$ cat config.mk
export PLATFORM = sky130hd
export DESIGN_NAME = proc_seq_ctrl
export DESIGN_NICKNAME = d
export VERILOG_FILES = /design/src/rtl/proc_seq_pkg.sv /design/src/rtl/proc_regfile.sv /design/src/rtl/proc_seq_ctrl.sv
export SDC_FILE = /design/constraint.sdc
export NUM_CORES = 1
export LEC_CHECK = 0
export ABC_AREA = 1
export BUFFER_PORTS_ARGS = -buffer_cell sky130_fd_sc_hd__buf_2
export CAP_MARGIN = 25
export CORE_AREA = 2 2 114 116
export CTS_CLUSTER_SIZE = 25
export DETAILED_ROUTE_END_ITERATION = 12
export DIE_AREA = 0 0 116 118
export HOLD_SLACK_MARGIN = 0.15
export PLACE_DENSITY_LB_ADDON = 0.25
export RECOVER_POWER = 100
export SETUP_SLACK_MARGIN = 0.05
export SLEW_MARGIN = 20
export SYNTH_ARGS = -nofsm -noshare
export SYNTH_HDL_FRONTEND = slang
export SYNTH_HIERARCHICAL = 1
export SYNTH_SLANG_ARGS = --single-unit
$ cat constraint.sdc
create_clock -name clk -period 3.8 [get_ports clk]
set_clock_uncertainty 0.2 [all_clocks]
set_input_delay 0 -clock clk [delete_from_list [all_inputs] [get_ports clk]]
set_output_delay 0 -clock clk [all_outputs]
set_load 0.01 [all_outputs]
$ cat src/rtl/proc_seq_pkg.sv
// Shared types and constants for the proc fetch/decode/execute sequencer.
// Instruction layout: {op[7:6], rd[5:4], rs1[3:2], rs2[1:0]}.
package proc_seq_pkg;

  typedef enum logic [1:0] {
    IDLE  = 2'd0,
    FETCH = 2'd1,
    EXEC  = 2'd2
  } state_t;

  localparam logic [1:0] OP_NOP  = 2'b00;
  localparam logic [1:0] OP_ADD  = 2'b01;
  localparam logic [1:0] OP_SUB  = 2'b10;
  localparam logic [1:0] OP_HALT = 2'b11;

  localparam int OP_MSB  = 7;
  localparam int OP_LSB  = 6;
  localparam int RD_MSB  = 5;
  localparam int RD_LSB  = 4;
  localparam int RS1_MSB = 3;
  localparam int RS1_LSB = 2;
  localparam int RS2_MSB = 1;
  localparam int RS2_LSB = 0;

endpackage

$ cat src/rtl/proc_regfile.sv
// 4x8 register file: two asynchronous read ports, one synchronous write port,
// asynchronous active-low clear.
module proc_regfile (
  input  logic       clk,
  input  logic       rst,
  input  logic       we,
  input  logic [1:0] waddr,
  input  logic [7:0] wdata,
  input  logic [1:0] raddr_a,
  output logic [7:0] rdata_a,
  input  logic [1:0] raddr_b,
  output logic [7:0] rdata_b,
  output logic [7:0] r0,
  output logic [7:0] r1,
  output logic [7:0] r2,
  output logic [7:0] r3
);

  logic [3:0][7:0] regs;

  genvar gi;
  generate
    for (gi = 0; gi < 4; gi++) begin : g_reg
      logic [7:0] q_reg;

      always_ff @(posedge clk or negedge rst) begin
        if (!rst) begin
          q_reg <= '0;
        end else if (we && (waddr == 2'(gi))) begin
          q_reg <= wdata;
        end
      end

      assign regs[gi] = q_reg;
    end
  endgenerate

  assign rdata_a = regs[raddr_a];
  assign rdata_b = regs[raddr_b];

  assign r0 = regs[0];
  assign r1 = regs[1];
  assign r2 = regs[2];
  assign r3 = regs[3];

endmodule

$ cat src/rtl/proc_seq_ctrl.sv
// Fetch/decode/execute sequencer: imem fetch, register-file execute, pc and
// saturating retire counter. PROC_SEQ_TRACE_EN adds a registered retire trace port.
module proc_seq_ctrl
  import proc_seq_pkg::*;
#(
  parameter int CNT_W = 8
) (
  input  logic             clk,
  input  logic             rst,
  input  logic             start,
  input  logic [7:0]       start_pc,
  output logic             imem_req,
  output logic [7:0]       imem_addr,
  input  logic             imem_rvalid,
  input  logic [7:0]       imem_rdata,
  output logic             busy,
  output logic             halted,
  output logic [7:0]       pc,
  output logic [7:0]       r0,
  output logic [7:0]       r1,
  output logic [7:0]       r2,
  output logic [7:0]       r3,
`ifdef PROC_SEQ_TRACE_EN
  output logic             retire_vld,
  output logic [7:0]       retire_pc,
  output logic [7:0]       retire_ir,
`endif
  output logic [CNT_W-1:0] retire_cnt
);

  localparam logic [CNT_W-1:0] CNT_MAX = '1;

  state_t           state_reg, state_next;
  logic [7:0]       pc_reg, pc_next;
  logic [7:0]       ir_reg, ir_next;
  logic [CNT_W-1:0] cnt_reg, cnt_next;
  logic             halted_reg, halted_next;
  logic             req_reg, req_next;

  logic [1:0] op;
  logic [7:0] rs1_val, rs2_val;
  logic       rf_we;
  logic [1:0] rf_waddr;
  logic [7:0] rf_wdata;

  assign op = ir_reg[OP_MSB:OP_LSB];

  // Both operands are read combinationally before the write edge, so rd may alias rs1/rs2.
  assign rf_we    = (state_reg == EXEC) && ((op == OP_ADD) || (op == OP_SUB));
  assign rf_waddr = ir_reg[RD_MSB:RD_LSB];
  assign rf_wdata = (op == OP_SUB) ? (rs1_val - rs2_val) : (rs1_val + rs2_val);

  proc_regfile u_regfile (
    .clk     (clk),
    .rst     (rst),
    .we      (rf_we),
    .waddr   (rf_waddr),
    .wdata   (rf_wdata),
    .raddr_a (ir_reg[RS1_MSB:RS1_LSB]),
    .rdata_a (rs1_val),
    .raddr_b (ir_reg[RS2_MSB:RS2_LSB]),
    .rdata_b (rs2_val),
    .r0      (r0),
    .r1      (r1),
    .r2      (r2),
    .r3      (r3)
  );

  always_ff @(posedge clk or negedge rst) begin
    if (!rst) begin
      state_reg  <= IDLE;
      pc_reg     <= '0;
      ir_reg     <= '0;
      cnt_reg    <= '0;
      halted_reg <= 1'b0;
      req_reg    <= 1'b0;
    end else begin
      state_reg  <= state_next;
      pc_reg     <= pc_next;
      ir_reg     <= ir_next;
      cnt_reg    <= cnt_next;
      halted_reg <= halted_next;
      req_reg    <= req_next;
    end
  end

  always_comb begin
    state_next  = state_reg;
    pc_next     = pc_reg;
    ir_next     = ir_reg;
    cnt_next    = cnt_reg;
    halted_next = halted_reg;
    req_next    = req_reg;
    case (state_reg)
      IDLE: begin
        if (start) begin
          pc_next     = start_pc;
          cnt_next    = '0;
          halted_next = 1'b0;
          req_next    = 1'b1;
          state_next  = FETCH;
        end
      end
      FETCH: begin
        if (imem_rvalid && req_reg) begin
          ir_next    = imem_rdata;
          req_next   = 1'b0;
          state_next = EXEC;
        end
      end
      EXEC: begin
        case (op)
          OP_NOP, OP_ADD, OP_SUB: begin
            pc_next = pc_reg + 8'd1;
            if (cnt_reg != CNT_MAX) begin
              cnt_next = cnt_reg + CNT_W'(1);
            end
            req_next   = 1'b1;
            state_next = FETCH;
          end
          OP_HALT: begin
            halted_next = 1'b1;
            state_next  = IDLE;
          end
        endcase
      end
      default: state_next = IDLE;
    endcase
  end

  assign imem_req   = req_reg;
  assign imem_addr  = pc_reg;
  assign busy       = (state_reg != IDLE);
  assign halted     = halted_reg;
  assign pc         = pc_reg;
  assign retire_cnt = cnt_reg;

`ifdef PROC_SEQ_TRACE_EN
  logic       retire_vld_reg;
  logic [7:0] retire_pc_reg, retire_ir_reg;

  always_ff @(posedge clk or negedge rst) begin
    if (!rst) begin
      retire_vld_reg <= 1'b0;
      retire_pc_reg  <= '0;
      retire_ir_reg  <= '0;
    end else begin
      retire_vld_reg <= (state_reg == EXEC);
      if (state_reg == EXEC) begin
        retire_pc_reg <= pc_reg;
        retire_ir_reg <= ir_reg;
      end
    end
  end

  assign retire_vld = retire_vld_reg;
  assign retire_pc  = retire_pc_reg;
  assign retire_ir  = retire_ir_reg;
`endif

endmodule
==> flow_summary.yaml <==
run_status:
  status: "finished, violations left"
  violations: "capacitance limit, slew limit"
cts:
  post_cts_buffers: 0
  cts-root-buf: "clkbuf_16"
  htreeDepth: 3
  cts_hold_buffers: 44
  clkLatencyLatePin_ns: 0.34
  clk_path_buf_depth: 2
  numCtsBuffers: 9
  cts_num_sinks: 60
  cts-resized-gates: 0
  cts.clk_slew.worst_paths_ns: 0.05
  cts_tree: "done"
cells_and_area:
  nFillCells: 1364
  diodes: 0
  finish.utilization_pct: 42.2
  area_growth_pct: 23.2
  nets: 762
  drive_above_1_share_pct: 7.23
sta:
  rsz0062_at_grt: "false"
  period_needed_ns: 3.29
  clock.fmax_ghz: 0.304
  setup_ws_ns: 0.515
  fin_crit_sh_pct: 86.5
  finalHoldViolCount: 0
  setup_viol_count_final: 0
  fin_setup_tns_ns: 0
  relSlewSlack_pct: -14.6
  final-max-slew-violation-count: 62
  tightest_slew_ns: 1.72
floorplanning:
  initial_core_util_pct: 34.2
  rows: 41
  chipHeight_um: 118
  dieWidth_um: 116
  dieArea_mm2: 0.0137
  coreArea_mm2: 0.0124
  io_pins: 79
logic_synthesis:
  syn-instance-count: 615
  yosys.area.top_type: "dfrtp_1"
  synth_simple_gate_area_share_pct: 38.4
  synth_top_family_by_area: "simple AND/OR/NAND/NOR gates"
  synth_seq_cells: 60
  synth.top_cell.area_share_pct: 35.3
  synthXorXnorAreaFrac_pct: 1.85
  synth_nets: 649
  synthAdderAreaFrac_pct: 4.30
  ys_seq_area_share_pct: 35.3
  syn-cell-area_mm2: 0.00425
  synth_common_cells: "nand2_1, inv_1, nand3_1"
  synth_compound_area_share_pct: 6.83
  post-synth-top-count-cell: "nand2_1"
  synth_area_leaders: "dfrtp_1, nand2_1, nand3_1, inv_1, ha_1"
  syn-mean-instance-area_um2: 6.91
  ys.flop_type: "dfrtp_1"
  synth.distinct_cells: 34
  synth-warning-count: 6
  synth_edf_count: 0
  synthMuxAreaShare_pct: 0
  async_flop_share_pct: 100
global_route:
  grt_max_degree: 32
  grt_pass1_wl_mm: 20.4
  grt-ovfl-total: 0
  antenna_found_initial: 0
  first_global_vias: 3876
  grt_util_all_layers_pct: 19.3
critical_path:
  max_stage_delay_ns: 0.52
  path_delay_family: "simple AND/OR/NAND/NOR gates"
  start_kind: "flip-flop"
  critPathMaxFanout: 10
  cp_data_required_time_ns: 3.87
  arrival_ns: 3.35
  crit_slowest_cell: "dfrtp_1"
  crit_chain: "inv_1 > nand3_1 > nand2_1 > nor2_1 > nand2_1 > nand2_1 > xor2_1 > ha_1 > a21oi_1 > nand2_1 > xor2_1 > clkbuf_1 > nand4_1 > nand2_1"
  end_kind: "flip-flop"
  crit_buf_inv: 2
  cpMostUsedCell: "nand2_1"
  crit_type: "flip-flop to flip-flop"
drt:
  postRouteAntennaNets: 0
  vias: 4245
  routed_wirelength_mm: 12.9
  wl_per_cell_um: 14.2
  drt_pass1_iterations: 5
  detail_route.vias_per_cell: 4.69
  drtIter0Drc: 236
  drc: 0
worst_hold_path:
  worstHoldPathType: "flip-flop to flip-flop"
placement:
  routabilityCongestion: 0.894
  dp_slack_ns: 0.544
  numPortBuffers: 78
  dp_hpwl_mm: 9.28
run:
  drv_cap: 2
## worst min-delay path, cell delays in order, from the launching register on
cell and delay [ns]:
dfrtp_1 0.36, nand2_1 0.06, nand2_1 0.04
## path summary, 6_finish.rpt
kind	depth (start not counted)	start	slack, ns	endpoint
max	14	ir_reg[1]	0.51	u_regfile/r2[4]
max in group asynchronous	4	rst	1.18	u_regfile/r1[6]
max reg2reg	14	ir_reg[1]	0.51	u_regfile/r2[4]
min	2	u_regfile/r0[1]	0.30	u_regfile/r0[1]
min reg2reg	2	u_regfile/r0[1]	0.30	u_regfile/r0[1]
min in group asynchronous	4	rst	1.19	halted
## layer usage
layer  up-vias  GRT usage [%]  part of all wire (%)
li1       2146              -                     -
met1      1983           25.4                    46
met2        98           31.6                    48
met3        18           3.71                   4.0
met4         0           6.62                   2.2
met5         -              0                     0
## metrics by stage
stage	hold slack [ns]	std cells	cell area (µm²)
final	0.299	905	5240
after global placement	-0.0839	845	4690
after floorplan	-0.496	615	4250
after global routing	0.328	905	5240
after detailed placement	-0.0747	845	4690
after CTS	0.300	905	5400
## cells in the final DEF (no fill, tap or decap), types with 4 or more instances in the layout
cell / n
clkinv_2: 4
buf_4: 4
inv_1: 88
nand4_1: 22
ha_1: 13
nand2_1: 246
clkbuf_1: 66
nand3_1: 65
o21ai_0: 28
clkbuf_16: 9
nor2_1: 25
xor2_1: 7
dfrtp_1: 60
dlygate4sd3_1: 43
buf_2: 18
a21oi_1: 6
## cell type report
cell class,instances,area (µm²),share of cell area [%]
Timing Repair Buffer,129,791,15.1
Tap cell,172,215,4.11
Clock buffer,11,233,4.44
Inverter,91,342,6.52
Clock inverter,5,28.8,0.549
Multi-Input combinational cell,437,2130,40.6
Sequential cell,60,1500,28.7
## cells by family after synthesis
logic type,count (synthesis)
simple gates,371
buf+inv,118
flops,60
compound gates,43
fa+ha+maj,14
xor+xnor,9
Power is left out: the tool's default activity adds up to more than one toggle a clock period on the data nets, which glitch-free logic cannot reach.
